`config.mk`:
```
export PLATFORM = sky130hd
export DESIGN_NAME = idct_block_scheduler
export DESIGN_NICKNAME = d
export VERILOG_FILES = /design/src/rtl/idct_block_scheduler.sv
export SDC_FILE = /design/constraint.sdc
export NUM_CORES = 1
export LEC_CHECK = 0
export CAP_MARGIN = 25
export CORE_AREA = 8 8 129 131
export DETAILED_ROUTE_END_ITERATION = 6
export DIE_AREA = 0 0 137 139
export DONT_BUFFER_PORTS = 1
export PLACE_DENSITY = 0.66
export SLEW_MARGIN = 10
export SYNTH_ARGS = -nofsm -noshare
export SYNTH_HDL_FRONTEND = slang
export SYNTH_SLANG_ARGS = --single-unit
export TNS_END_PERCENT = 1
```
`constraint.sdc`:
```
create_clock -name Clock -period 7.21 [get_ports Clock]
set_clock_uncertainty 0.2 [all_clocks]
set_input_delay 0.721 -clock Clock [delete_from_list [all_inputs] [get_ports Clock]]
set_output_delay 0.721 -clock Clock [all_outputs]
set_load 0.05 [all_outputs]
```
`src/rtl/idct_block_scheduler.sv`:
```
// idct_block_scheduler: frame-level sequencer for the milestone 2 IDCT.
// Overlaps fetch / compute T / compute S / write S across every block.
module idct_block_scheduler #(
   parameter int BLK_ROWS    = 30,
   parameter int Y_BLK_COLS  = 40,
   parameter int UV_BLK_COLS = 20,
   parameter int PRE_Y_BASE  = 76800,
   parameter int PRE_U_BASE  = 153600,
   parameter int PRE_V_BASE  = 192000,
   parameter int OUT_Y_BASE  = 0,
   parameter int OUT_U_BASE  = 38400,
   parameter int OUT_V_BASE  = 57600
) (
   input  logic        Clock,
   input  logic        Resetn,
   input  logic        start,
   output logic        busy,
   output logic        done,
   output logic        fetch_start,
   input  logic        fetch_done,
   output logic [17:0] fetch_base,
   output logic        fetch_uv,
   output logic        ct_start,
   input  logic        ct_done,
   output logic        cs_start,
   input  logic        cs_done,
   output logic        ws_start,
   input  logic        ws_done,
   output logic [17:0] ws_base,
   output logic        ws_uv
);

   localparam int NBLK = BLK_ROWS * (Y_BLK_COLS + 2 * UV_BLK_COLS);
   localparam logic [11:0] LAST_BLK    = 12'(NBLK - 1);
   localparam logic [4:0]  ROW_LAST    = 5'(BLK_ROWS - 1);
   localparam logic [5:0]  Y_COL_LAST  = 6'(Y_BLK_COLS - 1);
   localparam logic [5:0]  UV_COL_LAST = 6'(UV_BLK_COLS - 1);
   localparam logic [17:0] F_ROW_Y     = 18'(Y_BLK_COLS * 64);
   localparam logic [17:0] F_ROW_UV    = 18'(UV_BLK_COLS * 64);
   localparam logic [17:0] W_ROW_Y     = 18'(Y_BLK_COLS * 32);
   localparam logic [17:0] W_ROW_UV    = 18'(UV_BLK_COLS * 32);

   typedef struct packed {
      logic [1:0]  pl;
      logic [4:0]  brow;
      logic [5:0]  bcol;
      logic [17:0] row;
      logic [17:0] col;
   } pos_t;

   localparam pos_t F_INIT = '{pl: 2'd0, brow: 5'd0, bcol: 6'd0,
                               row: 18'(PRE_Y_BASE), col: 18'd0};
   localparam pos_t W_INIT = '{pl: 2'd0, brow: 5'd0, bcol: 6'd0,
                               row: 18'(OUT_Y_BASE), col: 18'd0};

   typedef enum logic [2:0] {
      S_IDLE, S_LEAD_IN, S_MEGA_A, S_MEGA_B, S_LEAD_OUT, S_DONE
   } state_t;

   // Row-start register steps by a block row; column offset by a block width.
   function automatic pos_t pos_next(input pos_t p,
                                     input logic [17:0] step_y,
                                     input logic [17:0] step_uv,
                                     input logic [17:0] col_step,
                                     input logic [17:0] base_u,
                                     input logic [17:0] base_v);
      pos_t n;
      logic [5:0] last;
      n = p;
      last = (p.pl == 2'd0) ? Y_COL_LAST : UV_COL_LAST;
      if (p.bcol == last) begin
         n.bcol = '0;
         n.col  = '0;
         if (p.brow == ROW_LAST) begin
            n.brow = '0;
            n.pl   = p.pl + 2'd1;
            n.row  = (p.pl == 2'd0) ? base_u : base_v;
         end else begin
            n.brow = p.brow + 5'd1;
            n.row  = p.row + ((p.pl == 2'd0) ? step_y : step_uv);
         end
      end else begin
         n.bcol = p.bcol + 6'd1;
         n.col  = p.col + col_step;
      end
      return n;
   endfunction

   state_t      r_state;
   logic [11:0] r_blk;
   pos_t        r_fpos, r_wpos;
   pos_t        w_fpos_n, w_wpos_n;
   logic        r_f_pend, r_f_got, r_ct_pend, r_ct_got;
   logic        r_cs_pend, r_cs_got, r_ws_pend, r_ws_got;
   logic        w_f_ok, w_ct_ok, w_cs_ok, w_ws_ok;

   assign w_fpos_n = pos_next(r_fpos, F_ROW_Y, F_ROW_UV, 18'd8,
                              18'(PRE_U_BASE), 18'(PRE_V_BASE));
   assign w_wpos_n = pos_next(r_wpos, W_ROW_Y, W_ROW_UV, 18'd4,
                              18'(OUT_U_BASE), 18'(OUT_V_BASE));

   // A done seen in the deciding cycle itself already counts.
   assign w_f_ok  = r_f_got  | (fetch_done & r_f_pend);
   assign w_ct_ok = r_ct_got | (ct_done & r_ct_pend);
   assign w_cs_ok = r_cs_got | (cs_done & r_cs_pend);
   assign w_ws_ok = r_ws_got | (ws_done & r_ws_pend);

   always_ff @(posedge Clock or negedge Resetn) begin
      if (!Resetn) begin
         r_state     <= S_IDLE;
         r_blk       <= '0;
         r_fpos      <= F_INIT;
         r_wpos      <= W_INIT;
         {r_f_pend, r_f_got, r_ct_pend, r_ct_got} <= '0;
         {r_cs_pend, r_cs_got, r_ws_pend, r_ws_got} <= '0;
         busy        <= 1'b0;
         done        <= 1'b0;
         fetch_start <= 1'b0;
         ct_start    <= 1'b0;
         cs_start    <= 1'b0;
         ws_start    <= 1'b0;
         fetch_base  <= '0;
         fetch_uv    <= 1'b0;
         ws_base     <= '0;
         ws_uv       <= 1'b0;
      end else begin
         fetch_start <= 1'b0;
         ct_start    <= 1'b0;
         cs_start    <= 1'b0;
         ws_start    <= 1'b0;
         done        <= 1'b0;
         if (fetch_done && r_f_pend) begin
            r_f_got  <= 1'b1;
            r_f_pend <= 1'b0;
         end
         if (ct_done && r_ct_pend) begin
            r_ct_got  <= 1'b1;
            r_ct_pend <= 1'b0;
         end
         if (cs_done && r_cs_pend) begin
            r_cs_got  <= 1'b1;
            r_cs_pend <= 1'b0;
         end
         if (ws_done && r_ws_pend) begin
            r_ws_got  <= 1'b1;
            r_ws_pend <= 1'b0;
         end
         unique case (r_state)
            S_IDLE: begin
               if (start) begin
                  r_state     <= S_LEAD_IN;
                  busy        <= 1'b1;
                  r_blk       <= '0;
                  fetch_start <= 1'b1;
                  fetch_base  <= r_fpos.row + r_fpos.col;
                  fetch_uv    <= (r_fpos.pl != 2'd0);
                  r_fpos      <= w_fpos_n;
                  r_f_pend    <= 1'b1;
                  r_f_got     <= 1'b0;
               end
            end
            S_LEAD_IN: begin
               if (w_f_ok) begin
                  r_state   <= S_MEGA_A;
                  ct_start  <= 1'b1;
                  r_ct_pend <= 1'b1;
                  r_ct_got  <= 1'b0;
                  r_ws_got  <= 1'b1;
               end
            end
            S_MEGA_A: begin
               if (w_ct_ok && w_ws_ok) begin
                  r_state   <= S_MEGA_B;
                  cs_start  <= 1'b1;
                  r_cs_pend <= 1'b1;
                  r_cs_got  <= 1'b0;
                  if (r_blk != LAST_BLK) begin
                     fetch_start <= 1'b1;
                     fetch_base  <= r_fpos.row + r_fpos.col;
                     fetch_uv    <= (r_fpos.pl != 2'd0);
                     r_fpos      <= w_fpos_n;
                     r_f_pend    <= 1'b1;
                     r_f_got     <= 1'b0;
                  end else begin
                     r_f_got <= 1'b1;
                  end
               end
            end
            S_MEGA_B: begin
               if (w_cs_ok && w_f_ok) begin
                  ws_start  <= 1'b1;
                  ws_base   <= r_wpos.row + r_wpos.col;
                  ws_uv     <= (r_wpos.pl != 2'd0);
                  r_wpos    <= w_wpos_n;
                  r_ws_pend <= 1'b1;
                  r_ws_got  <= 1'b0;
                  if (r_blk == LAST_BLK) begin
                     r_state <= S_LEAD_OUT;
                  end else begin
                     r_state   <= S_MEGA_A;
                     r_blk     <= r_blk + 12'd1;
                     ct_start  <= 1'b1;
                     r_ct_pend <= 1'b1;
                     r_ct_got  <= 1'b0;
                  end
               end
            end
            S_LEAD_OUT: begin
               if (w_ws_ok) begin
                  r_state <= S_DONE;
                  busy    <= 1'b0;
                  done    <= 1'b1;
               end
            end
            S_DONE: begin
               r_state <= S_IDLE;
               r_fpos  <= F_INIT;
               r_wpos  <= W_INIT;
            end
            default: r_state <= S_IDLE;
         endcase
      end
   end

endmodule

```
==> results.txt, run 1 <==
The clock tree synthesis step divided the H-tree into 4 levels. The latest clock arrival within the worst-skew pair is 0.43 ns. The tree is rooted in a sky130_fd_sc_hd__clkbuf_16.

The post-synthesis to final-layout area growth is 10.0%. The number of buffers added for setup after CTS is 0. The via count of the first global-routing pass is 6102. The flow ran to the end, and the final reports show no timing, DRC or antenna violations.

The number of top-level pins came out at 51. The share of synthesized flip-flops with an asynchronous set or reset came out at 100%. The total power density per cell area came out at 317 mW/mm². The total number of nets in the final design is 898. The height of the die is 139 µm. The half-perimeter wire length after placement came out at 12.1 mm. The post-placement worst setup slack is 3.64 ns. Yosys mapped the design onto 73 distinct sky130hd cell types. The worst register-to-register path begins at r_blk[0]. The number of synthesized flops with an enable pin is 0. The floorplan has 45 rows. Dividing the final minimum period by the clock period gives 45.1%. The standby leakage power came out at 3.90 nW. The internal power summed over all cells is 0.00174 W. The average cell area after synthesis came out at 9.18 µm². Of the cells placed in the final design, the portion with a size suffix greater than 1 is 7.77%. The final-report hold violation count is 0. The floorplan step defined a die boundary enclosing 0.0190 mm².

The number of antenna repair diodes is 0. Detailed routing inserted a total of 6237 vias. The starting density of the core is 53.2%. The routed via count divided by cell count came out at 5.94.

The worst endpoint data arrival time came out at 3.40 ns. The headroom to the max-slew limit came out at 49.6%. The wire length per cell is 16.9 µm. The mapped netlist covers 0.00785 mm². The count of port buffers added during placement came out at 0. The number of iterations in the first detailed-routing pass is 5. The worst setup path is of the flip-flop to flip-flop kind.

Setup repair after global routing left no endpoint under its margin. The final count of pins violating max slew came out at 0. The combinational share of power came out at 19.9%. For the worst setup path, the data required time is 7.36 ns. The maximum ir drop on the vdd rail came out at 0.000220 V. The yosys synthesis warning count came out at 0. TritonCTS built the clock tree. The completed layout was analyzed and its total power is 0.00274 W. The switching power as a share of total power came out at 36.6%.

The count of nets left with antenna violations once routing finished came out at 0. The kind of path behind the tightest hold check is primary input to asynchronous set/reset pin. The sequential share of the synthesized area came out at 44.7%.

The placed instances occupy a cell area of 0.00794 mm². The clock period minus worst slack is 3.25 ns. The weighted congestion reported at the end of routability-driven placement is 0.861.

Max-cap violations in this run came to 0. Counting every instance in the synthesized netlist gives 855. After routing, the total negative slack on setup checks comes to 0 ns. For this design the total switching power over the nets is 0.00100 W. The clock transition at the register clock pins on the worst setup and hold paths after CTS came out at 0.06 ns. The first-pass GRT wire length is 29.8 mm. The type of destination of the critical path is a flip-flop. The area inside the core boundary came out at 0.0148 mm².

The maximum fanout count along the critical path is 25. The worst setup slack after layout is 3.96 ns. The quantity of hold-fixing buffers added after cts is 1. The number of flip-flops and latches in the synthesized netlist is 140. The critical path launch point type is a flip-flop. Entering global routing, the biggest net connects 141 pins. For the pin with the worst max-slew slack, the measured transition is 0.755 ns.

The number of setup violations in the final report is 0. The number of cells in the finished layout apart from fillers is 1050. The total overflow left after global routing is 0.

The number of sinks on the clock net is 140. The initial antenna violation count came to 0. The maximum operating frequency is 308 MHz.

For this run, the total global-route usage over all layers was measured as 19.2%. The number of instances in the placed design is 1016. The quantity of gates resized following cts is 0. The x dimension of the die is 137 µm. The number of clock buffers added by TritonCTS is 17. Fill cells in the final layout number 1278.

The maximum clock path buffer count is 2. The routed design has 17.8 mm of wire. Per report_power, the clock group accounts for 34.3% of the total. The worst setup path startpoint is r_blk[0]. The number of violations reported at the end of detailed-routing iteration 0 came out at 390. The commonest register cell after synthesis is sky130_fd_sc_hd__dfrtp_1. The number of remaining DRC errors came out at 0. The power share of the sequential group is 45.8%. The cell area after layout is 0.00863 mm².
final cells by class:
cell class	instances	area, µm²	area share, %
Inverter	26	98.8	1.15
Clock inverter	11	165	1.91
Multi-Input combinational cell	660	4080	47.3
Sequential cell	140	3510	40.6
Timing Repair Buffer	4	70.1	0.812
Tap cell	188	235	2.73
Clock buffer	21	470	5.45
power by group through the flow:
stage          combinational [W]  sequential (W)  clock, W
2_1_floorplan           0.000429         0.00121         0
3_3_place_gp            0.000488         0.00126         0
3_5_place_dp            0.000508         0.00127         0
4_1_cts                 0.000529         0.00125  0.000959
5_1_grt                 0.000620         0.00128  0.000994
6_report                0.000544         0.00125  0.000940
layer usage:
layer / track usage, % / routed length, µm / up-vias
li1: - / - / 3037
met4: 7.21 / 377 / 0
met2: 31.9 / 8820 / 148
met1: 23.3 / 7760 / 3027
met5: 0 / 0 / -
met3: 4.93 / 827 / 25
layout by cell type, fill, tap and decap left out, types with 6 or more instances in the layout:
cell	n
sky130_fd_sc_hd__a211oi_1	8
sky130_fd_sc_hd__a21o_1	8
sky130_fd_sc_hd__a21oi_1	37
sky130_fd_sc_hd__a31oi_1	13
sky130_fd_sc_hd__and3_1	20
sky130_fd_sc_hd__clkbuf_16	17
sky130_fd_sc_hd__conb_1	7
sky130_fd_sc_hd__dfrtp_1	136
sky130_fd_sc_hd__ha_1	42
sky130_fd_sc_hd__inv_1	24
sky130_fd_sc_hd__nand2_1	124
sky130_fd_sc_hd__nand3_1	27
sky130_fd_sc_hd__nand4_1	19
sky130_fd_sc_hd__nor2_1	69
sky130_fd_sc_hd__nor2b_1	6
sky130_fd_sc_hd__nor3_1	7
sky130_fd_sc_hd__o21ai_0	104
sky130_fd_sc_hd__o21ai_1	8
sky130_fd_sc_hd__o31ai_1	9
sky130_fd_sc_hd__xnor2_1	28
sky130_fd_sc_hd__xor2_1	25
kinds of logic after synthesis:
logic type      synth area share, %
flops                          44.7
simple gates                   19.0
buf+inv                        3.62
mux                           0.957
xor+xnor                       5.92
fa+ha+maj                      6.70
compound gates                 19.1
other cells                  0.0478
synthesized netlist by cell type (3+ instances only):
library cell	instances	share of area, %
sky130_fd_sc_hd__a31oi_1	13	1.0
sky130_fd_sc_hd__o21ai_1	8	0.51
sky130_fd_sc_hd__nor3_1	7	0.45
sky130_fd_sc_hd__buf_4	6	0.57
sky130_fd_sc_hd__nor4_1	3	0.24
sky130_fd_sc_hd__nand4_1	19	1.5
sky130_fd_sc_hd__nand2_1	124	5.9
sky130_fd_sc_hd__and2_1	4	0.32
sky130_fd_sc_hd__and4_1	4	0.45
sky130_fd_sc_hd__clkbuf_1	18	0.86
sky130_fd_sc_hd__nor4b_1	3	0.33
sky130_fd_sc_hd__o22ai_1	5	0.40
sky130_fd_sc_hd__o211ai_1	4	0.38
sky130_fd_sc_hd__or3_1	3	0.24
sky130_fd_sc_hd__mux2_2	4	0.57
sky130_fd_sc_hd__o21bai_1	3	0.29
sky130_fd_sc_hd__nor2_4	3	0.43
sky130_fd_sc_hd__nor2b_1	6	0.48
sky130_fd_sc_hd__xor2_1	25	2.8
sky130_fd_sc_hd__a21o_1	8	0.77
sky130_fd_sc_hd__a31o_2	5	0.56
sky130_fd_sc_hd__a211oi_1	8	0.77
sky130_fd_sc_hd__o21ai_0	104	6.6
sky130_fd_sc_hd__xnor2_1	28	3.1
sky130_fd_sc_hd__mux2i_1	3	0.38
sky130_fd_sc_hd__buf_2	7	0.45
sky130_fd_sc_hd__nand3b_1	3	0.29
sky130_fd_sc_hd__o31ai_1	9	0.86
sky130_fd_sc_hd__nor2_1	69	3.3
sky130_fd_sc_hd__a22o_1	5	0.56
sky130_fd_sc_hd__dfstp_2	4	1.3
sky130_fd_sc_hd__a21oi_1	37	2.4
sky130_fd_sc_hd__buf_6	3	0.43
sky130_fd_sc_hd__inv_1	24	1.1
sky130_fd_sc_hd__nand3_1	27	1.7
sky130_fd_sc_hd__dfrtp_1	136	43
sky130_fd_sc_hd__and3_1	20	1.6
sky130_fd_sc_hd__o21a_1	5	0.48
sky130_fd_sc_hd__ha_1	42	6.7
state kept, by name, indices dropped and copies added (netlist names), 3 cells and up:
register,flops
r_blk,12
r_fpos,38
ws_base,16
r_wpos,40
fetch_base,15
r_state,3
path summary, 6_finish.rpt:
kind                                  endpoint  slack (ns)  cells after the start
min in group Clock                   r_cs_pend        0.19                      1
worst max register to register      r_fpos[44]        3.96                      9
worst min-delay path                  r_blk[2]        0.09                      1
worst min register to register      r_fpos[47]        0.29                      1
worst max-delay path                r_fpos[44]        3.96                      9
max in group asynchronous       fetch_base[13]        6.23                      1
stage by stage:
step,hold WS (ns),utilization (%)
2_1_floorplan,0.225,-
3_3_place_gp,0.231,53.8
3_5_place_dp,0.230,53.8
4_1_cts,0.122,58.3
5_1_grt,0.151,58.5
6_report,0.0853,58.5
worst max-delay path: stages, from the launching register on:
cell and delay (ns):
sky130_fd_sc_hd__dfrtp_1 0.42, sky130_fd_sc_hd__ha_1 0.22, sky130_fd_sc_hd__and4_1 0.27, sky130_fd_sc_hd__and3_1 0.40, sky130_fd_sc_hd__nor2_4 0.07, sky130_fd_sc_hd__nor2_4 0.40, sky130_fd_sc_hd__clkinv_2 0.37, sky130_fd_sc_hd__o21ai_4 0.48
sky130_fd_sc_hd__o21ai_0 0.19, sky130_fd_sc_hd__nor2_1 0.13
No activity file was read; power rests on OpenSTA's default activity.
==> run 2: changes to the inputs <==
clock period = 3 ns   (was 7.21 ns; I/O delays follow)
==> results.txt, run 2 (synthesis results as in run 1) <==
The run finished, with violations left. The final reports fail on hold timing. The library cells used most frequently in the layout, excluding fill and tap cells, are 136 x sky130_fd_sc_hd__dfrtp_1, 124 x sky130_fd_sc_hd__nand2_1, 104 x sky130_fd_sc_hd__o21ai_0, 69 x sky130_fd_sc_hd__nor2_1, 41 x sky130_fd_sc_hd__ha_1.

The power share of the clock group was 32.8% (-1.5 points). The first-pass GRT wire length is 30.2 mm (+1.3%). The share of layout cells above drive strength 1 came to 8.80% (+1.0 points). The vias after detailed routing is 6282 (+0.72%). The number of sinks on the clock net came out at 140 (unchanged).

The total number of nets in the final design came to 913 (+1.7%). The root buffer cell chosen for the clock tree is sky130_fd_sc_hd__clkbuf_16. The worst setup path is launched from a flip-flop.

The TritonCTS clock tree is done. The number of violations of the max-capacitance limit came out at 0 (unchanged). The latest clock arrival within the worst-skew pair is 0.42 ns (about the same). The worst setup path is captured at a flip-flop.

The starting density of the core is 53.2% (unchanged). The standby leakage power came out at 3.93 nW (+0.69%). The global router's overall resource usage is 19.4% (+0.16 points). The weighted congestion reported at the end of routability-driven placement is 0.846 (-1.8%). The maximum clock path buffer count is 2 (unchanged). The critical path class is flip-flop to flip-flop. The post-route clock period utilization came out at 90.2% (+45 points). The switching power as a share of total power came out at 37.1% (+0.54 points).

Leaving out fill and tap cells, the most frequent cell in the layout is sky130_fd_sc_hd__dfrtp_1. The headroom to the max-slew limit came out at 63.4% (+14 points). The number of violations reported at the end of detailed-routing iteration 0 is 429 (+10%).

The number of setup violations in the final report came out at 0 (unchanged). The power spent charging and discharging nets came out at 0.00238 W (+140%). The reg-to-reg setup timing slack came to 0.29 ns (-3.67 ns). The global route total overflow is 0 (unchanged). The total power density per cell area came out at 738 mW/mm² (+130%). The data required time of the worst path is 3.09 ns (-4.27 ns). The maximum fanout count along the critical path was 9 (-64%).

Tracing the worst setup path back leads to its startpoint at r_wpos[47]. The worst endpoint data arrival time is 2.80 ns (-0.60 ns). The maximum operating frequency came out at 369 MHz (+20%). The number of remaining DRC errors came out at 0 (unchanged).

The total CTS buffers came out at 17 (unchanged). The number of core rows is 45 (unchanged). On the critical path, the stage with the largest delay is an instance of sky130_fd_sc_hd__o32ai_2.

The number of cells in the finished layout apart from fillers is 1063 (+1.2%). The final hold slack came out at -0.628 ns (-0.713 ns). The worst-margin pin slew came out at 0.548 ns (-0.207 ns).

The number of H-tree levels is 4 (unchanged). The x dimension of the die came out at 137 µm (unchanged). The total wirelength of the detailed-routed design came out at 17.9 mm (+0.39%).

The total negative slack for setup checks came out at 0 ns (unchanged). The flip-flop count of the largest register after layout is 40 (unchanged). The number of antenna repair diodes is 0 (unchanged).

The count of port buffers added during placement came out at 0 (unchanged). The via count of the first global-routing pass came out at 6159 (+0.93%). The number of top-level pins is 51 (unchanged). The number of nets with antenna violations after routing came out at 0 (unchanged). The height of the die came out at 139 µm (unchanged). The worst reg2reg path depth was 10 (+1). The routed via count divided by cell count is 5.91 (-0.51%).

Relative to the synthesized area, the layout overhead comes to 10.6%. The initial antenna violation count is 0 (unchanged). The top register by number of flip-flops is r_wpos. The clock transition at the register clock pins on the worst setup and hold paths after CTS is 0.06 ns (about the same). The final count of pins violating max slew came out at 0 (unchanged). The internal power summed over all cells came out at 0.00403 W (+130%).

The worst register-to-register path begins at r_wpos[47]. In this run the worst setup path terminates at r_wpos[32]. The quantity of hold-fixing buffers added after cts is 5 (+4). The clock period minus worst slack was 2.71 ns (-0.544 ns). The min-delay analysis places its worst path in the category primary input to asynchronous set/reset pin. The power share of the sequential group is 47.1% (+1.3 points). Setup repair after global routing left no endpoint under its margin. The number of iterations in the first detailed-routing pass came out at 5 (unchanged).

The combinational share of power is 20.2% (+0.3 points). The area inside the core boundary is 0.0148 mm² (unchanged). The final-report hold violation count came to 140 (+140).

The maximum ir drop on the vdd rail is 0.000462 V (+110%). The signal on the critical path passes through inv_1 -> ha_2 -> inv_1 -> ha_1 -> a31o_2 -> a31oi_1 -> o32ai_2 -> a31oi_1 -> o21ai_0 -> o21ai_0. In this run the critical register-to-register path is captured at r_wpos[32]. The half-perimeter wire length after placement came out at 12.4 mm (+2.5%). The wire length per cell came out at 16.8 µm (-0.84%). The number of instances in the placed design came out at 1028 (+1.2%). The maximum number of pins on one net before global-route repair came out at 141 (unchanged). The delay contributed by the slowest stage of the critical path came out at 0.45 ns (-0.03 ns).

The largest registers in the layout are r_wpos (40), r_fpos (38), ws_base (16). The die outline area is 0.0190 mm² (unchanged).
run 2: area by class of cell:
cell class	count	area, µm²
repair buffers	19	155
well taps	188	235
flip-flops and latches	140	3510
clock buffers	21	480
multi-input cells	660	4090
inverters	26	98.8
clock inverters	9	113
fillers	1259	6080
run 2: metal layers:
| layer | vias up | wire length (µm) | GRT usage [%] |
|---|---|---|---|
| met3 | 25 | 709 | 3.95 |
| met4 | 0 | 369 | 7.49 |
| met2 | 121 | 8910 | 32.1 |
| li1 | 3067 | - | - |
| met5 | - | 0 | 0 |
| met1 | 3069 | 7870 | 24.1 |
run 2: power by group through the flow:
stage / sequential (W) / combinational, W / clock [W]
finish: 0.00301 / 0.00129 / 0.00210
global route: 0.00307 / 0.00147 / 0.00221
CTS: 0.00302 / 0.00130 / 0.00213
detailed placement: 0.00304 / 0.00129 / 0
global placement: 0.00302 / 0.00123 / 0
floorplan: 0.00292 / 0.00103 / 0
run 2: worst min path at each step:
stage | startpoint | to | slack [ns] | cells after the start
5_1_grt | Resetn | r_blk[10] | -0.65 | 0
2_1_floorplan | Resetn | busy | -0.20 | 0
6_report | Resetn | r_blk[9] | -0.63 | 0
3_5_place_dp | Resetn | r_blk[7] | -0.19 | 0
4_1_cts | Resetn | r_blk[10] | -0.64 | 0
3_3_place_gp | Resetn | r_blk[7] | -0.19 | 0
run 2: critical path, delay by kind of cell, from the launching register on:
kind | cells | cell delay, ns
buf+inv | 2 | 0.22
compound gates | 6 | 1.10
flops | 1 | 0.36
fa+ha+maj | 2 | 0.71
run 2: metrics by stage:
| step | utilization (%) | worst slack [ns] | area [µm²] | power (W) | hold WS [ns] |
|---|---|---|---|---|---|
| 5_1_grt | 58.8 | 0.0756 | 8680 | 0.00676 | -0.646 |
| 2_1_floorplan | - | 0.562 | 7870 | 0.00395 | -0.196 |
| 4_1_cts | 58.8 | 0.207 | 8670 | 0.00645 | -0.638 |
| 3_3_place_gp | 54.4 | 0.324 | 8030 | 0.00425 | -0.190 |
| 6_report | 58.8 | 0.293 | 8680 | 0.00641 | -0.628 |
| 3_5_place_dp | 54.4 | 0.213 | 8030 | 0.00433 | -0.191 |
run 2: timing repair:
action | CTS | global route
hold endpoints to repair | 148 | 140
endpoints found under the setup margin | 0 | 1
setup buffers | 0 | 0
gates resized for setup | 0 | 1
==> run 3: changes to the inputs <==
DONT_BUFFER_PORTS = not set   (was 1)
PLACE_DENSITY = 0.71   (was 0.66)
==> results.txt, run 3 (synthesis results as in run 1) <==
The total power density per cell area is 717 mW/mm² (-2.9%). The post-route clock period utilization was 93.5% (+3.3 points). The critical path launch point type is a flip-flop.

The type of destination of the critical path is a flip-flop. The half-perimeter wire length after placement came to 12.5 mm (+1.1%). The number of violations reported at the end of detailed-routing iteration 0 is 377 (-12%).

The switching power as a share of total power came out at 37.2% (+0.11 points). The data required time of the worst path came out at 3.09 ns (about the same). The final hold slack came out at 0.217 ns (+0.845 ns). The number of setup violations in the final report came out at 0 (unchanged).

The flow ran to the end, and the final reports show no timing, DRC or antenna violations. The total number of nets in the final design was 961 (+5.3%). The via count of the first global-routing pass came to 6127 (-0.52%). The power share of the sequential group came out at 39.9% (-7.2 points).

The number of sinks on the clock net is 140 (unchanged). The standby leakage power was 4.09 nW (+4.3%). The maximum number of pins on one net before global-route repair came out at 59 (-58%).

The share of layout cells above drive strength 1 is 8.54% (-0.26 points). The library cell used most frequently in the layout, excluding fill and tap cells, is sky130_fd_sc_hd__dfrtp_1. The height of the die is 139 µm (unchanged). The worst-margin pin slew came out at 0.684 ns (+0.135 ns).

The clock transition at the register clock pins on the worst setup and hold paths after CTS came out at 0.06 ns (about the same). The number of top-level pins is 51 (unchanged). The number of nets with antenna violations after routing is 0 (unchanged). The final count of pins violating max slew came out at 0 (unchanged). The quantity of gates resized following cts came out at 0 (unchanged).

The flip-flop count of the largest register after layout came out at 40 (unchanged). The power spent charging and discharging nets came out at 0.00243 W (+2.1%). The initial antenna violation count was 0 (unchanged). The power share of the clock group is 29.5% (-3.3 points).

The final-report hold violation count came out at 0 (-100%). The number of core rows came out at 45 (unchanged). The internal power summed over all cells is 0.00409 W (+1.6%). The x dimension of the die came out at 137 µm (unchanged).

The headroom to the max-slew limit was 54.2% (-9.2 points). The total negative slack for setup checks is 0 ns (unchanged). The number of violations of the max-capacitance limit was 0 (unchanged).

The wire length per cell is 16.1 µm (-4.4%). Ranked by flip-flop count, first place goes to r_wpos. The worst endpoint data arrival time is 2.89 ns (+0.09 ns).

The total wirelength of the detailed-routed design is 17.9 mm (about the same). The top cell types in the final layout, fill and taps aside, are 136 x sky130_fd_sc_hd__dfrtp_1, 124 x sky130_fd_sc_hd__nand2_1, 104 x sky130_fd_sc_hd__o21ai_0, 69 x sky130_fd_sc_hd__nor2_1, 44 x sky130_fd_sc_hd__clkdlybuf4s50_1. The first-pass GRT wire length came out at 30.1 mm (-0.39%). The critical path class is flip-flop to flip-flop.

The overall power is 0.00652 W (+1.7%). The number of instances in the placed design was 1080 (+5.1%). The latest clock arrival within the worst-skew pair was 0.41 ns (about the same). The number of iterations in the first detailed-routing pass is 4 (-1). The starting density of the core came out at 53.2% (unchanged).

The largest registers in the layout are r_wpos (40), r_fpos (38), ws_base (16). In this run the worst hold path is classified as primary input to asynchronous set/reset pin. The post-synthesis to final-layout area growth came out at 15.8%. TritonCTS built the clock tree. The number of antenna repair diodes is 0 (unchanged). The weighted congestion reported at the end of routability-driven placement came out at 0.847 (+0.17%).

The routed via count divided by cell count was 5.71 (-3.4%). The global router's overall resource usage came out at 19.4% (+0.056 points). The number of cells in the finished layout apart from fillers came out at 1113 (+4.7%). The clock period minus worst slack came to 2.80 ns (+0.0977 ns). The number of remaining DRC errors is 0 (unchanged). The number of H-tree levels is 4 (unchanged).

The maximum ir drop on the vdd rail came out at 0.000433 V (-6.3%). The area inside the core boundary was 0.0148 mm² (unchanged). The vias after detailed routing came out at 6354 (+1.1%). The maximum fanout count along the critical path is 8 (-1). The clock tree root buffer cell is sky130_fd_sc_hd__clkbuf_16. The maximum operating frequency was 357 MHz (-3.5%). The combinational share of power is 30.5% (+10 points). Setup repair after global routing left no endpoint under its margin. The global route total overflow is 0 (unchanged).

The total CTS buffers is 17 (unchanged). The die outline area is 0.0190 mm² (unchanged). The maximum clock path buffer count is 2 (unchanged). The count of port buffers added during placement is 45 (+45).
[run 3: repair_timing]
item,in CTS,in global routing
setup endpoints to repair,0,0
buffers inserted,0,0
endpoints found under the hold margin,56,0
hold buffers,1,0
[run 3: final cells by class]
type | count | area, µm²
clock buffer | 25 | 465
clock inverter | 7 | 66.3
fill | 1308 | 5660
inverter | 26 | 98.8
multi-input combinational | 660 | 4080
sequential | 140 | 3510
tap | 188 | 235
timing repair buffer | 67 | 632
[run 3: power groups by stage]
stage / combinational, W / sequential (W) / clock, W
floorplan: 0.00103 / 0.00292 / 0
global placement: 0.00196 / 0.00261 / 0
detailed placement: 0.00200 / 0.00262 / 0
CTS: 0.00201 / 0.00259 / 0.00196
global route: 0.00220 / 0.00265 / 0.00203
finish: 0.00199 / 0.00260 / 0.00193
[run 3: worst max-delay path, cell delays in order (launching register included)]
cell and delay, ns:
sky130_fd_sc_hd__dfrtp_1 0.36, sky130_fd_sc_hd__inv_1 0.11, sky130_fd_sc_hd__ha_1 0.35, sky130_fd_sc_hd__inv_1 0.13, sky130_fd_sc_hd__ha_1 0.43, sky130_fd_sc_hd__a31o_2 0.19, sky130_fd_sc_hd__a31oi_1 0.06, sky130_fd_sc_hd__o32ai_2 0.45
sky130_fd_sc_hd__a31oi_1 0.14, sky130_fd_sc_hd__o21ai_0 0.16, sky130_fd_sc_hd__o21ai_0 0.11
[run 3: stage by stage]
step | setup slack [ns] | area, µm² | util [%]
after CTS | 0.243 | 9090 | 61.6
after floorplan | 0.562 | 7870 | -
after global routing | 0.0528 | 9090 | 61.6
after detailed placement | 0.171 | 8550 | 57.9
final | 0.195 | 9090 | 61.6
after global placement | 0.222 | 8550 | 57.9
[run 3: routing by layer]
metal  routed length, µm  GRT usage, %  share of wire (%)
met1                8320          25.5                 47
met2                8650          31.2                 48
met4                 210          5.49                1.2
met3                 687          4.64                3.8
met5                   0             0                  0
[run 3: final timing paths]
path                       cells past startpoint        endpoint  slack, ns        from
min in group Clock                             2      ws_base[6]       0.27  ws_base[6]
setup reg to reg                              10      r_wpos[34]       0.20  r_wpos[47]
hold / removal                                 2            busy       0.22      Resetn
max in group asynchronous                      3  fetch_base[11]       1.54      Resetn
setup / recovery                              10      r_wpos[34]       0.20  r_wpos[47]
hold reg to reg                                2      ws_base[6]       0.27  ws_base[6]
